==> src/rtl/rs232_pkg.sv <==
`default_nettype none
// ============================================================================
//  Module      : rs232_pkg
//  Description : Shared types and helpers for the RS232 receive/transmit
//                sequencers: FSM state encoding, default bit period and the
//                bit-period counter width helper.
//  Revision    : 1.0 - initial release
// ============================================================================
package rs232_pkg;

  // Default bit period: 50 MHz reference clock, 115200 baud.
  localparam int c_DEFAULT_BAUD_DIV = 434;

  // Receive FSM states, explicitly encoded in 3 bits.
  typedef enum logic [2:0] {
    ST_IDLE   = 3'd0,
    ST_START  = 3'd1,
    ST_DATA   = 3'd2,
    ST_PARITY = 3'd3,
    ST_STOP   = 3'd4,
    ST_BREAK  = 3'd5
  } rx_state_t;

  // Width of a counter that spans 0 .. div-1 (never narrower than 1 bit).
  function automatic int cnt_width(input int div);
    if (div <= 2) begin
      return 1;
    end
    return $clog2(div);
  endfunction

endpackage : rs232_pkg
`default_nettype wire

==> src/rtl/rs232_bit_timer.sv <==
`default_nettype none
// ============================================================================
//  Module      : rs232_bit_timer
//  Description : Free-running bit-period counter. Counts 0 .. BAUD_DIV-1 and
//                wraps; i_clr forces it back to 0. Flags the half-bit and
//                full-bit terminal counts so a sequencer can place its
//                mid-bit sample points.
//  Revision    : 1.0 - initial release
// ============================================================================
module rs232_bit_timer
  import rs232_pkg::*;
#(
  parameter int BAUD_DIV = c_DEFAULT_BAUD_DIV
) (
  input  logic clk_ref,
  input  logic rst,
  input  logic i_clr,
  output logic o_half,
  output logic o_full
);

  localparam int              c_CW      = cnt_width(BAUD_DIV);
  localparam logic [c_CW-1:0] c_HALF_TC = c_CW'(BAUD_DIV / 2 - 1);
  localparam logic [c_CW-1:0] c_FULL_TC = c_CW'(BAUD_DIV - 1);

  logic [c_CW-1:0] r_cnt;

  // Counter: cleared on request, otherwise increments and wraps at the full count.
  always_ff @(posedge clk_ref) begin
    if (rst || i_clr) begin
      r_cnt <= '0;
    end else if (r_cnt == c_FULL_TC) begin
      r_cnt <= '0;
    end else begin
      r_cnt <= r_cnt + c_CW'(1);
    end
  end

  assign o_half = (r_cnt == c_HALF_TC);
  assign o_full = (r_cnt == c_FULL_TC);

endmodule : rs232_bit_timer
`default_nettype wire

==> src/rtl/rs232_rx_sequencer.sv <==
`default_nettype none
// ============================================================================
//  Module      : rs232_rx_sequencer
//  Description : RS232 receive controller. Synchronises the serial line,
//                validates the start bit at mid-bit, emits exactly eight
//                one-cycle bit strobes per frame for the downstream serial
//                demux, checks optional parity and the stop bit, and reports
//                frame status with a copy of the received byte. A stop bit
//                read low parks the receiver in BREAK until the line rises.
//  Revision    : 1.0 - initial release
// ============================================================================
module rs232_rx_sequencer
  import rs232_pkg::*;
#(
  parameter int BAUD_DIV   = c_DEFAULT_BAUD_DIV,
  parameter bit PARITY_EN  = 1'b0,
  parameter bit PARITY_ODD = 1'b0
) (
  input  logic       clk_ref,
  input  logic       rst,
  input  logic       i_rx_en,
  input  logic       i_rx_di,
  output logic       o_rcpt_en,
  output logic       o_rcpt_di,
  output logic       o_busy,
  output logic       o_frame_done,
  output logic       o_frame_err,
  output logic       o_parity_err,
  output logic [7:0] o_byte_q,
  output logic       o_break_det
);

  // Line synchroniser (idle level is high, so it resets to 1).
  logic r_sync1;
  logic r_sync2;
  logic w_rx_s;

  // FSM.
  rx_state_t r_state;
  rx_state_t w_state_nxt;

  // Timer interface and per-state sample decodes.
  logic w_half;
  logic w_full;
  logic w_tmr_clr;
  logic w_smp_data;
  logic w_smp_par;
  logic w_smp_stop;

  // Frame datapath.
  logic [2:0] r_bit_idx;
  logic [7:0] r_shadow;
  logic       r_xor;
  logic       r_par_err;

  // Registered outputs.
  logic       r_rcpt_en;
  logic       r_rcpt_di;
  logic       r_frame_done;
  logic       r_frame_err;
  logic       r_parity_err;
  logic [7:0] r_byte_q;

  // Two-flop synchroniser for the asynchronous serial input.
  always_ff @(posedge clk_ref) begin
    if (rst) begin
      r_sync1 <= 1'b1;
      r_sync2 <= 1'b1;
    end else begin
      r_sync1 <= i_rx_di;
      r_sync2 <= r_sync1;
    end
  end

  assign w_rx_s = r_sync2;

  rs232_bit_timer #(
    .BAUD_DIV (BAUD_DIV)
  ) u_bit_timer (
    .clk_ref (clk_ref),
    .rst     (rst),
    .i_clr   (w_tmr_clr),
    .o_half  (w_half),
    .o_full  (w_full)
  );

  // State register.
  always_ff @(posedge clk_ref) begin
    if (rst) begin
      r_state <= ST_IDLE;
    end else begin
      r_state <= w_state_nxt;
    end
  end

  // Next-state logic: start validation at mid-bit, then one bit per period.
  always_comb begin
    w_state_nxt = r_state;
    case (r_state)
      ST_IDLE: begin
        if (i_rx_en && !w_rx_s) begin
          w_state_nxt = ST_START;
        end
      end
      ST_START: begin
        if (w_half) begin
          w_state_nxt = w_rx_s ? ST_IDLE : ST_DATA;
        end
      end
      ST_DATA: begin
        if (w_full && (r_bit_idx == 3'd7)) begin
          w_state_nxt = PARITY_EN ? ST_PARITY : ST_STOP;
        end
      end
      ST_PARITY: begin
        if (w_full) begin
          w_state_nxt = ST_STOP;
        end
      end
      ST_STOP: begin
        if (w_full) begin
          w_state_nxt = w_rx_s ? ST_IDLE : ST_BREAK;
        end
      end
      ST_BREAK: begin
        if (w_rx_s) begin
          w_state_nxt = ST_IDLE;
        end
      end
      default: begin
        w_state_nxt = ST_IDLE;
      end
    endcase
  end

  // Output decode: timer clearing and the per-state mid-bit sample strobes.
  always_comb begin
    w_tmr_clr  = 1'b0;
    w_smp_data = 1'b0;
    w_smp_par  = 1'b0;
    w_smp_stop = 1'b0;
    case (r_state)
      ST_IDLE:   w_tmr_clr  = 1'b1;
      ST_START:  w_tmr_clr  = w_half;   // realign so DATA starts counting from 0
      ST_DATA:   w_smp_data = w_full;
      ST_PARITY: w_smp_par  = w_full;
      ST_STOP:   w_smp_stop = w_full;
      ST_BREAK:  w_tmr_clr  = 1'b1;
      default:   w_tmr_clr  = 1'b1;
    endcase
  end

  // Frame datapath: bit strobes, byte shadow, parity accumulation and status.
  always_ff @(posedge clk_ref) begin
    if (rst) begin
      r_bit_idx    <= 3'd0;
      r_shadow     <= 8'h00;
      r_xor        <= 1'b0;
      r_par_err    <= 1'b0;
      r_rcpt_en    <= 1'b0;
      r_rcpt_di    <= 1'b0;
      r_frame_done <= 1'b0;
      r_frame_err  <= 1'b0;
      r_parity_err <= 1'b0;
      r_byte_q     <= 8'h00;
    end else begin
      r_rcpt_en    <= w_smp_data;
      r_frame_done <= w_smp_stop;

      if (r_state == ST_START) begin
        r_bit_idx <= 3'd0;
        r_xor     <= 1'b0;
        r_par_err <= 1'b0;
      end

      if (w_smp_data) begin
        r_rcpt_di           <= w_rx_s;
        r_shadow[r_bit_idx] <= w_rx_s;
        r_xor               <= r_xor ^ w_rx_s;
        r_bit_idx           <= r_bit_idx + 3'd1;
      end

      if (w_smp_par) begin
        r_par_err <= ((r_xor ^ w_rx_s) != PARITY_ODD);
      end

      if (w_smp_stop) begin
        r_byte_q     <= r_shadow;
        r_frame_err  <= ~w_rx_s;
        r_parity_err <= PARITY_EN && r_par_err;
      end
    end
  end

  assign o_rcpt_en    = r_rcpt_en;
  assign o_rcpt_di    = r_rcpt_di;
  assign o_frame_done = r_frame_done;
  assign o_frame_err  = r_frame_err;
  assign o_parity_err = r_parity_err;
  assign o_byte_q     = r_byte_q;
  assign o_busy       = (r_state != ST_IDLE);
  assign o_break_det  = (r_state == ST_BREAK);

endmodule : rs232_rx_sequencer
`default_nettype wire

==> config.mk <==
export PLATFORM = sky130hd
export DESIGN_NAME = rs232_rx_sequencer
export DESIGN_NICKNAME = d
export VERILOG_FILES = /design/src/rtl/rs232_pkg.sv /design/src/rtl/rs232_bit_timer.sv /design/src/rtl/rs232_rx_sequencer.sv
export SDC_FILE = /design/constraint.sdc
export NUM_CORES = 1
export LEC_CHECK = 0
export CAP_MARGIN = 20
export CORE_ASPECT_RATIO = 1.5
export CORE_MARGIN = 4
export CORE_UTILIZATION = 59
export CTS_CLUSTER_SIZE = 10
export DETAILED_ROUTE_END_ITERATION = 6
export HOLD_SLACK_MARGIN = 0.06
export PLACE_DENSITY = 0.83
export SLEW_MARGIN = 40
export SYNTH_ARGS = -nofsm -noshare
export SYNTH_HDL_FRONTEND = slang
export SYNTH_SLANG_ARGS = --single-unit
==> constraint.sdc <==
create_clock -name clk_ref -period 4.3 [get_ports clk_ref]
set_input_delay 1.075 -clock clk_ref [delete_from_list [all_inputs] [get_ports clk_ref]]
set_output_delay 1.075 -clock clk_ref [all_outputs]
set_load 0.05 [all_outputs]
==> results_tabular.tex, run 1 <==
\begin{tabular}{lr}
\hline
Metric & Value \\
\hline
\multicolumn{2}{l}{\textbf{Run status}} \\
Result of the run & finished, final reports clean \\
\multicolumn{2}{l}{\textbf{STA}} \\
Setup skew after layout & 4.165 ps \\
Fmax & 319.4 MHz \\
Setup TNS Final & 0 ps \\
Transition time of the tightest slew-check pin & 593.7 ps \\
Final hold violation count & 0 \\
Final count of negative-setup-slack endpoints & 0 \\
Tmin final & 3131 ps \\
Slew margin rel. & 60.31\% \\
Number of pins exceeding their max-slew limit in the final report & 0 \\
Post-route clock period utilization & 72.81\% \\
Setup repair after global routing missed its margin & no \\
\multicolumn{2}{l}{\textbf{Clock tree}} \\
Number of buffers added by the clock tree synthesis step & 5 \\
Number of levels in the clock H-tree & 2 \\
Bufs on Longest Clock Path & 2 \\
Root Driver & sky130\_fd\_sc\_hd\_\_clkbuf\_8 \\
Worst skew pair latency & 280 ps \\
Clock slew seen by the registers of the worst setup and hold paths & 60 ps \\
PostCTS Resize Cnt & 0 \\
Post CTS Setup Buffer Count & 0 \\
Post-CTS Hold Fix Bufs & 0 \\
Clock tree from TritonCTS & done \\
Sink count of the clock tree & 37 \\
\multicolumn{2}{l}{\textbf{Worst setup path}} \\
Delay-heaviest family, CP & buffers and inverters \\
Cells traversed along the worst timing path & inv\_1 -> nor3b\_1 -> clkdlybuf4s50\_1 \\
Endpoint arrival time on the critical path & 2060 ps \\
Worst Setup SP & r\_state[2] \\
Required time at the worst-slack endpoint & 3220 ps \\
Startpoint of the worst-slack reg-to-reg timing path & u\_bit\_timer.r\_cnt[0] \\
Slowest cell delay on critical path & 840 ps \\
Buffers and inverters on the worst path & 2 \\
Peak fanout along the critical path & 10 \\
Sort of element at the end of the critical path & output pin \\
Critical-path cell with the highest stage delay & sky130\_fd\_sc\_hd\_\_clkdlybuf4s50\_1 \\
Crit Path Category & reg2out \\
Launching element type of the critical path & flop \\
\multicolumn{2}{l}{\textbf{Cells and area}} \\
Footprint of the flip-flops and latches & 740.7 um2 \\
Area of the multi-input gates & 934.6 um2 \\
Layout net count & 212 \\
Leading cell type in the layout, fill and taps excluded & sky130\_fd\_sc\_hd\_\_dfxtp\_1 \\
Fraction of layout instances using a drive strength above 1 & 10.89\% \\
Commonest cells after routing, fill and taps aside & 37 x sky130\_fd\_sc\_hd\_\_dfxtp\_1, 32 x sky130\_fd\_sc\_hd\_\_nor2\_1, 16 x sky130\_fd\_sc\_hd\_\_clkdlybuf4s50\_1 \\
Number of antenna diodes & 0 \\
FILL cells & 253 \\
Area Overhead vs Synth & 11.42\% \\
\multicolumn{2}{l}{\textbf{Floorplanning}} \\
Die footprint & 3988 um2 \\
Starting Density & 61.30\% \\
Horiz. Die Dim & 52.92 um \\
Total number of placement rows & 24 \\
Area inside the core boundary & 2913 um2 \\
Die H & 75.38 um \\
Total I/O pin count & 19 \\
\multicolumn{2}{l}{\textbf{Routing}} \\
Routed via count & 1355 \\
Detailed-routing iteration count for the pre-antenna-repair pass & 4 \\
Total routed wirelength & 3.404 mm \\
Average wire length per cell after detail routing & 14.12 um \\
Remaining routing DRC violations & 0 \\
Via density & 5.622 \\
Number of DRC markers in iteration 0 & 49 \\
Final ANT Viol Nets & 0 \\
\multicolumn{2}{l}{\textbf{Synthesis}} \\
Syn Nets & 201 \\
Area share of the largest cell type after synthesis & 41.49\% \\
Instance count of the mapped netlist & 192 \\
Flip-flop and latch count after synthesis & 37 \\
Dominant cells by area after synthesis & sky130\_fd\_sc\_hd\_\_dfxtp\_1 41\%, sky130\_fd\_sc\_hd\_\_mux2i\_1 7.8\%, sky130\_fd\_sc\_hd\_\_nor2\_1 6.7\% \\
Most frequently used flop master after synthesis & sky130\_fd\_sc\_hd\_\_dfxtp\_1 \\
Number of flops mapped to enable cells by yosys & 0 \\
Area of the mapped netlist & 1785 um2 \\
Post-synth top area cell & sky130\_fd\_sc\_hd\_\_dfxtp\_1 \\
Mapped Avg Cell Area & 9.299 um2 \\
Synthesis Warnings & 0 \\
Number of different library cells in the post-synthesis netlist & 53 \\
Share of flip-flops with an asynchronous set or reset & 0\% \\
Part of the Yosys area used for sequential elements & 41.49\% \\
\multicolumn{2}{l}{\textbf{Global routing}} \\
Global-route wire length before repair & 5.644 mm \\
Initial antenna violation count & 0 \\
Maximum number of pins on one net before global-route repair & 32 \\
Total routing usage reported by global routing & 19.44\% \\
Overflow left after global routing & 0 \\
Number of global-route vias before repair & 1314 \\
\multicolumn{2}{l}{\textbf{Placed design}} \\
Final HPWL DP & 2.508 mm \\
Count of buffers from port buffering & 17 \\
Weighted congestion reported at the end of routability-driven placement & 0.7947 \\
\multicolumn{2}{l}{\textbf{Hold path}} \\
Worst Hold Launch & r\_sync1 \\
Hold/Removal Path Class & reg2reg \\
\multicolumn{2}{l}{\textbf{Pwr}} \\
Peak supply drop & 399.4 uV \\
Total power of the final layout & 0.8149 mW \\
Power density of the placed cells & 409.6 nW/um2 \\
Leakage dissipation & 0.8042 nW \\
\multicolumn{2}{l}{\textbf{Run}} \\
Max-capacitance violation count & 0 \\
\hline
\end{tabular}
-- layout make-up --
class / instances / area share, %
clock inverters: 1 / 0.2516
clock buffers: 5 / 3.459
repair buffers: 17 / 8.302
multi-input cells: 135 / 46.98
inverters: 7 / 1.321
flip-flops and latches: 37 / 37.23
well taps: 39 / 2.453
-- path summary, 6_finish.rpt --
check,to,slack (ps),depth (start not counted)
worst min-delay path,r_sync2,420,1
worst max register to register,r_shadow[4],2210,6
worst max-delay path,o_break_det,1170,3
worst min register to register,r_sync2,420,1
-- cells by family after synthesis --
family	Yosys count	synth area share, %
fa+ha+maj	5	3.504
simple gates	87	27.05
buf+inv	20	6.166
mux	16	9.530
flops	37	41.49
other cells	1	0.2100
compound gates	19	8.619
xor+xnor	7	3.434
-- sequential cells by signal, indices dropped and copies added (netlist names) --
register	flops
r_state	3
o_rcpt_di	1
r_sync2	1
u_bit_timer.r_cnt	9
o_frame_err	1
o_rcpt_en	1
o_byte_q	8
r_sync1	1
r_shadow	8
r_bit_idx	3
o_frame_done	1
-- stage by stage --
| stage | std cells | instance area [um2] | util (%) | setup WS [ps] | hold WS, ps |
|---|---|---|---|---|---|
| after CTS | 241 | 1989 | 68.30 | 1154 | 428.3 |
| after global routing | 241 | 1989 | 68.30 | 1063 | 441.7 |
| final | 241 | 1989 | 68.30 | 1169 | 424.3 |
| after global placement | 235 | 1921 | 65.94 | 1452 | 394.6 |
| after detailed placement | 235 | 1916 | 65.76 | 1476 | 413.2 |
| after floorplan | 192 | 1785 | - | 1548 | 389.5 |
-- synth_stat cells, drive strengths merged, types with 2 or more instances --
master / instances
nor4b: 2
dfxtp: 37
nor3b: 3
clkbuf: 7
nand4b: 3
inv: 7
and2b: 3
mux2: 2
nand2b: 2
a211o: 2
nand4: 6
xor2: 6
buf: 6
ha: 5
o21ai: 2
nor2: 33
mux2i: 14
nand3: 10
nand2: 11
or2: 2
and3: 2
a21oi: 7
-- worst reg2reg max path, cell delays in order (launching register included) --
cell and delay (ps):
sky130_fd_sc_hd__dfxtp_1 450, sky130_fd_sc_hd__ha_1 240, sky130_fd_sc_hd__and4bb_1 260, sky130_fd_sc_hd__nand3_1 290, sky130_fd_sc_hd__nor4b_1 440, sky130_fd_sc_hd__mux2i_1 230
sky130_fd_sc_hd__nor2_1 60
-- power by group --
part           internal, mW  switching [mW]
clock network         0.106           0.109
registers             0.357          0.0325
logic                0.0932           0.117
-- layer usage --
metal	vias to the layer above	share of wire [%]	global-route usage, %
met5	-	0	0
met2	18	56	36.46
met1	651	39	19.13
met3	6	3.1	5.479
met4	0	1.7	9.375
li1	680	-	-
Note: power is estimated with default switching activity, not from simulation.
==> run 2: changes to the inputs <==
Settings changed: CORE_UTILIZATION 59 to 50, PLACE_DENSITY 0.83 to 0.75.
Clock period 4.3 ns to 2.82 ns, I/O delays scaled along.
==> results_tabular.tex, run 2 (synthesized netlist as in run 1, its figures left out) <==
\begin{tabular}{lr}
\hline
Metric & Value \\
\hline
\multicolumn{2}{l}{\textbf{Global routing}} \\
M2 GR Usage & 29.51\% (-7.0 points) \\
Overflow left after global routing & 0 (unchanged) \\
Global-route wire length before repair & 5.720 mm (+1.3\%) \\
Total routing usage reported by global routing & 16.17\% (-3.3 points) \\
GR Layer Usage met3 & 4.769\% (-0.71 points) \\
Met1 demand-to-capacity share in global routing & 16.24\% (-2.9 points) \\
Most Crowded Layer GR & met2 \\
Number of global-route vias before repair & 1272 (-3.2\%) \\
Initial antenna violation count & 0 (unchanged) \\
Maximum number of pins on one net before global-route repair & 26 (-19\%) \\
\multicolumn{2}{l}{\textbf{Pwr}} \\
Leakage dissipation & 0.8276 nW (+2.9\%) \\
Power density of the placed cells & 672.5 nW/um2 (+64\%) \\
Total power of the final layout & 1.377 mW (+69\%) \\
Peak supply drop & 532.4 uV (+33\%) \\
\multicolumn{2}{l}{\textbf{Run status}} \\
Result of the run & finished, final reports clean \\
\multicolumn{2}{l}{\textbf{Worst setup path}} \\
Peak fanout along the critical path & 10 (unchanged) \\
Slowest cell delay on critical path & 840 ps (about the same) \\
Launching element type of the critical path & flop \\
Crit Path Category & reg2out \\
Cells traversed along the worst timing path & inv\_1 -> nor3b\_1 -> clkdlybuf4s50\_1 \\
Delay-heaviest family, CP & buffers and inverters \\
Critical-path cell with the highest stage delay & sky130\_fd\_sc\_hd\_\_clkdlybuf4s50\_1 \\
Endpoint arrival time on the critical path & 1990 ps (-70 ps) \\
Buffers and inverters on the worst path & 2 (unchanged) \\
Sort of element at the end of the critical path & output pin \\
Required time at the worst-slack endpoint & 2120 ps (-1100 ps) \\
\multicolumn{2}{l}{\textbf{Placed design}} \\
Placement Setup Slack & 439.7 ps (-1036 ps) \\
Weighted congestion reported at the end of routability-driven placement & 0.7872 (-0.94\%) \\
Final HPWL DP & 2.442 mm (-2.6\%) \\
Placed inst area & 1932 um2 (+0.85\%) \\
Count of buffers from port buffering & 17 (unchanged) \\
Cell Count Post-Placement & 239 (+1.7\%) \\
\multicolumn{2}{l}{\textbf{STA}} \\
Post-route clock period utilization & 95.54\% \\
Worst Slack Setup Final & 125.7 ps (-1043 ps) \\
Post-Route Hold Slack & 415.6 ps (-8.714 ps) \\
Transition time of the tightest slew-check pin & 592.8 ps (-0.9536 ps) \\
Final count of negative-setup-slack endpoints & 0 (unchanged) \\
Tmin final & 2694 ps \\
Slew margin rel. & 60.37\% (+0.064 points) \\
Setup skew after layout & 4.036 ps (-0.1291 ps) \\
Number of pins exceeding their max-slew limit in the final report & 0 (unchanged) \\
Setup TNS Final & 0 ps (unchanged) \\
Fmax & 371.2 MHz \\
Final hold violation count & 0 (unchanged) \\
Setup repair after global routing missed its margin & no \\
\multicolumn{2}{l}{\textbf{Clock tree}} \\
Bufs on Longest Clock Path & 2 (unchanged) \\
Clock slew seen by the registers of the worst setup and hold paths & 70 ps (about the same) \\
Number of buffers added by the clock tree synthesis step & 5 (unchanged) \\
Sink count of the clock tree & 37 (unchanged) \\
Number of levels in the clock H-tree & 2 (unchanged) \\
Post-CTS Hold Fix Bufs & 0 (unchanged) \\
Post CTS Setup Buffer Count & 0 (unchanged) \\
Clock tree from TritonCTS & done \\
Root Driver & sky130\_fd\_sc\_hd\_\_clkbuf\_8 \\
PostCTS Resize Cnt & 0 (unchanged) \\
Worst skew pair latency & 280 ps (about the same) \\
\multicolumn{2}{l}{\textbf{Floorplanning}} \\
Horiz. Die Dim & 56.79 um (+7.3\%) \\
Total number of placement rows & 26 (+8.3\%) \\
Die footprint & 4611 um2 (+16\%) \\
Die H & 81.19 um (+7.7\%) \\
Starting Density & 52.27\% (-9.0 points) \\
Total I/O pin count & 19 (unchanged) \\
Area inside the core boundary & 3416 um2 (+17\%) \\
\multicolumn{2}{l}{\textbf{Cells and area}} \\
Number of antenna diodes & 0 (unchanged) \\
Flip-flop count of the largest register after layout & 9 (unchanged) \\
Layout net count & 213 (+0.47\%) \\
Final Instance Area & 2048 um2 (+3.0\%) \\
Area Overhead vs Synth & 14.72\% \\
Area of the multi-input gates & 934.6 um2 (unchanged) \\
Fraction of layout instances using a drive strength above 1 & 11.22\% (+0.33 points) \\
Cell Count, Final, Fillers Out & 247 (+2.5\%) \\
Commonest cells after routing, fill and taps aside & 37 x sky130\_fd\_sc\_hd\_\_dfxtp\_1, 32 x sky130\_fd\_sc\_hd\_\_nor2\_1, 17 x sky130\_fd\_sc\_hd\_\_clkdlybuf4s50\_1 \\
Final cell utilization of the core & 59.96\% (-8.3 points) \\
FILL cells & 307 (+21\%) \\
Leading cell type in the layout, fill and taps excluded & sky130\_fd\_sc\_hd\_\_dfxtp\_1 \\
Register containing the most flip-flops in the final layout & u\_bit\_timer.r\_cnt \\
Footprint of the flip-flops and latches & 740.7 um2 (unchanged) \\
\multicolumn{2}{l}{\textbf{Routing}} \\
Remaining routing DRC violations & 0 (unchanged) \\
Detailed-routing iteration count for the pre-antenna-repair pass & 4 (unchanged) \\
Average wire length per cell after detail routing & 13.61 um (-3.6\%) \\
Number of DRC markers in iteration 0 & 17 (-65\%) \\
Via density & 5.470 (-2.7\%) \\
Total routed wirelength & 3.362 mm (-1.2\%) \\
Final ANT Viol Nets & 0 (unchanged) \\
Routed via count & 1351 (-0.30\%) \\
\multicolumn{2}{l}{\textbf{Hold path}} \\
Hold/Removal Path Class & reg2reg \\
\multicolumn{2}{l}{\textbf{Run}} \\
Max-capacitance violation count & 0 (unchanged) \\
\hline
\end{tabular}
[run 2: routing by layer]
layer | routed length, um | share of wire, %
met4 | 91 | 2.7
met5 | 0 | 0
met1 | 1357 | 40
met2 | 1790 | 53
met3 | 122 | 3.6
[run 2: area by class of cell]
type | instances | share of cell area (%)
clock buffer | 7 | 4.215
clock inverter | 1 | 1.466
inverter | 7 | 1.283
multi-input combinational | 135 | 45.63
sequential | 37 | 36.16
tap | 42 | 2.566
timing repair buffer | 18 | 8.674
[run 2: worst register-to-register path, delay by kind of cell (launching register included)]
| kind | cells | cell delay [ps] |
|---|---|---|
| buf+inv | 1 | 80 |
| fa+ha+maj | 1 | 140 |
| mux | 1 | 300 |
| simple gates | 2 | 540 |
| compound gates | 2 | 490 |
| flops | 1 | 380 |
[run 2: worst paths after layout]
kind | slack (ps) | depth (start not counted) | end | start
max | 130 | 3 | o_break_det | r_state[2]
min | 420 | 1 | r_sync2 | r_sync1
max reg2reg | 790 | 7 | r_state[1] | u_bit_timer.r_cnt[0]
min reg2reg | 420 | 1 | r_sync2 | r_sync1
[run 2: report_power, final]
part	internal [mW]	switching [mW]	leakage (nW)
combinational	0.144	0.177	0.470
sequential	0.544	0.0487	0.299
clock	0.288	0.177	0.0585
total	0.975	0.402	0.828
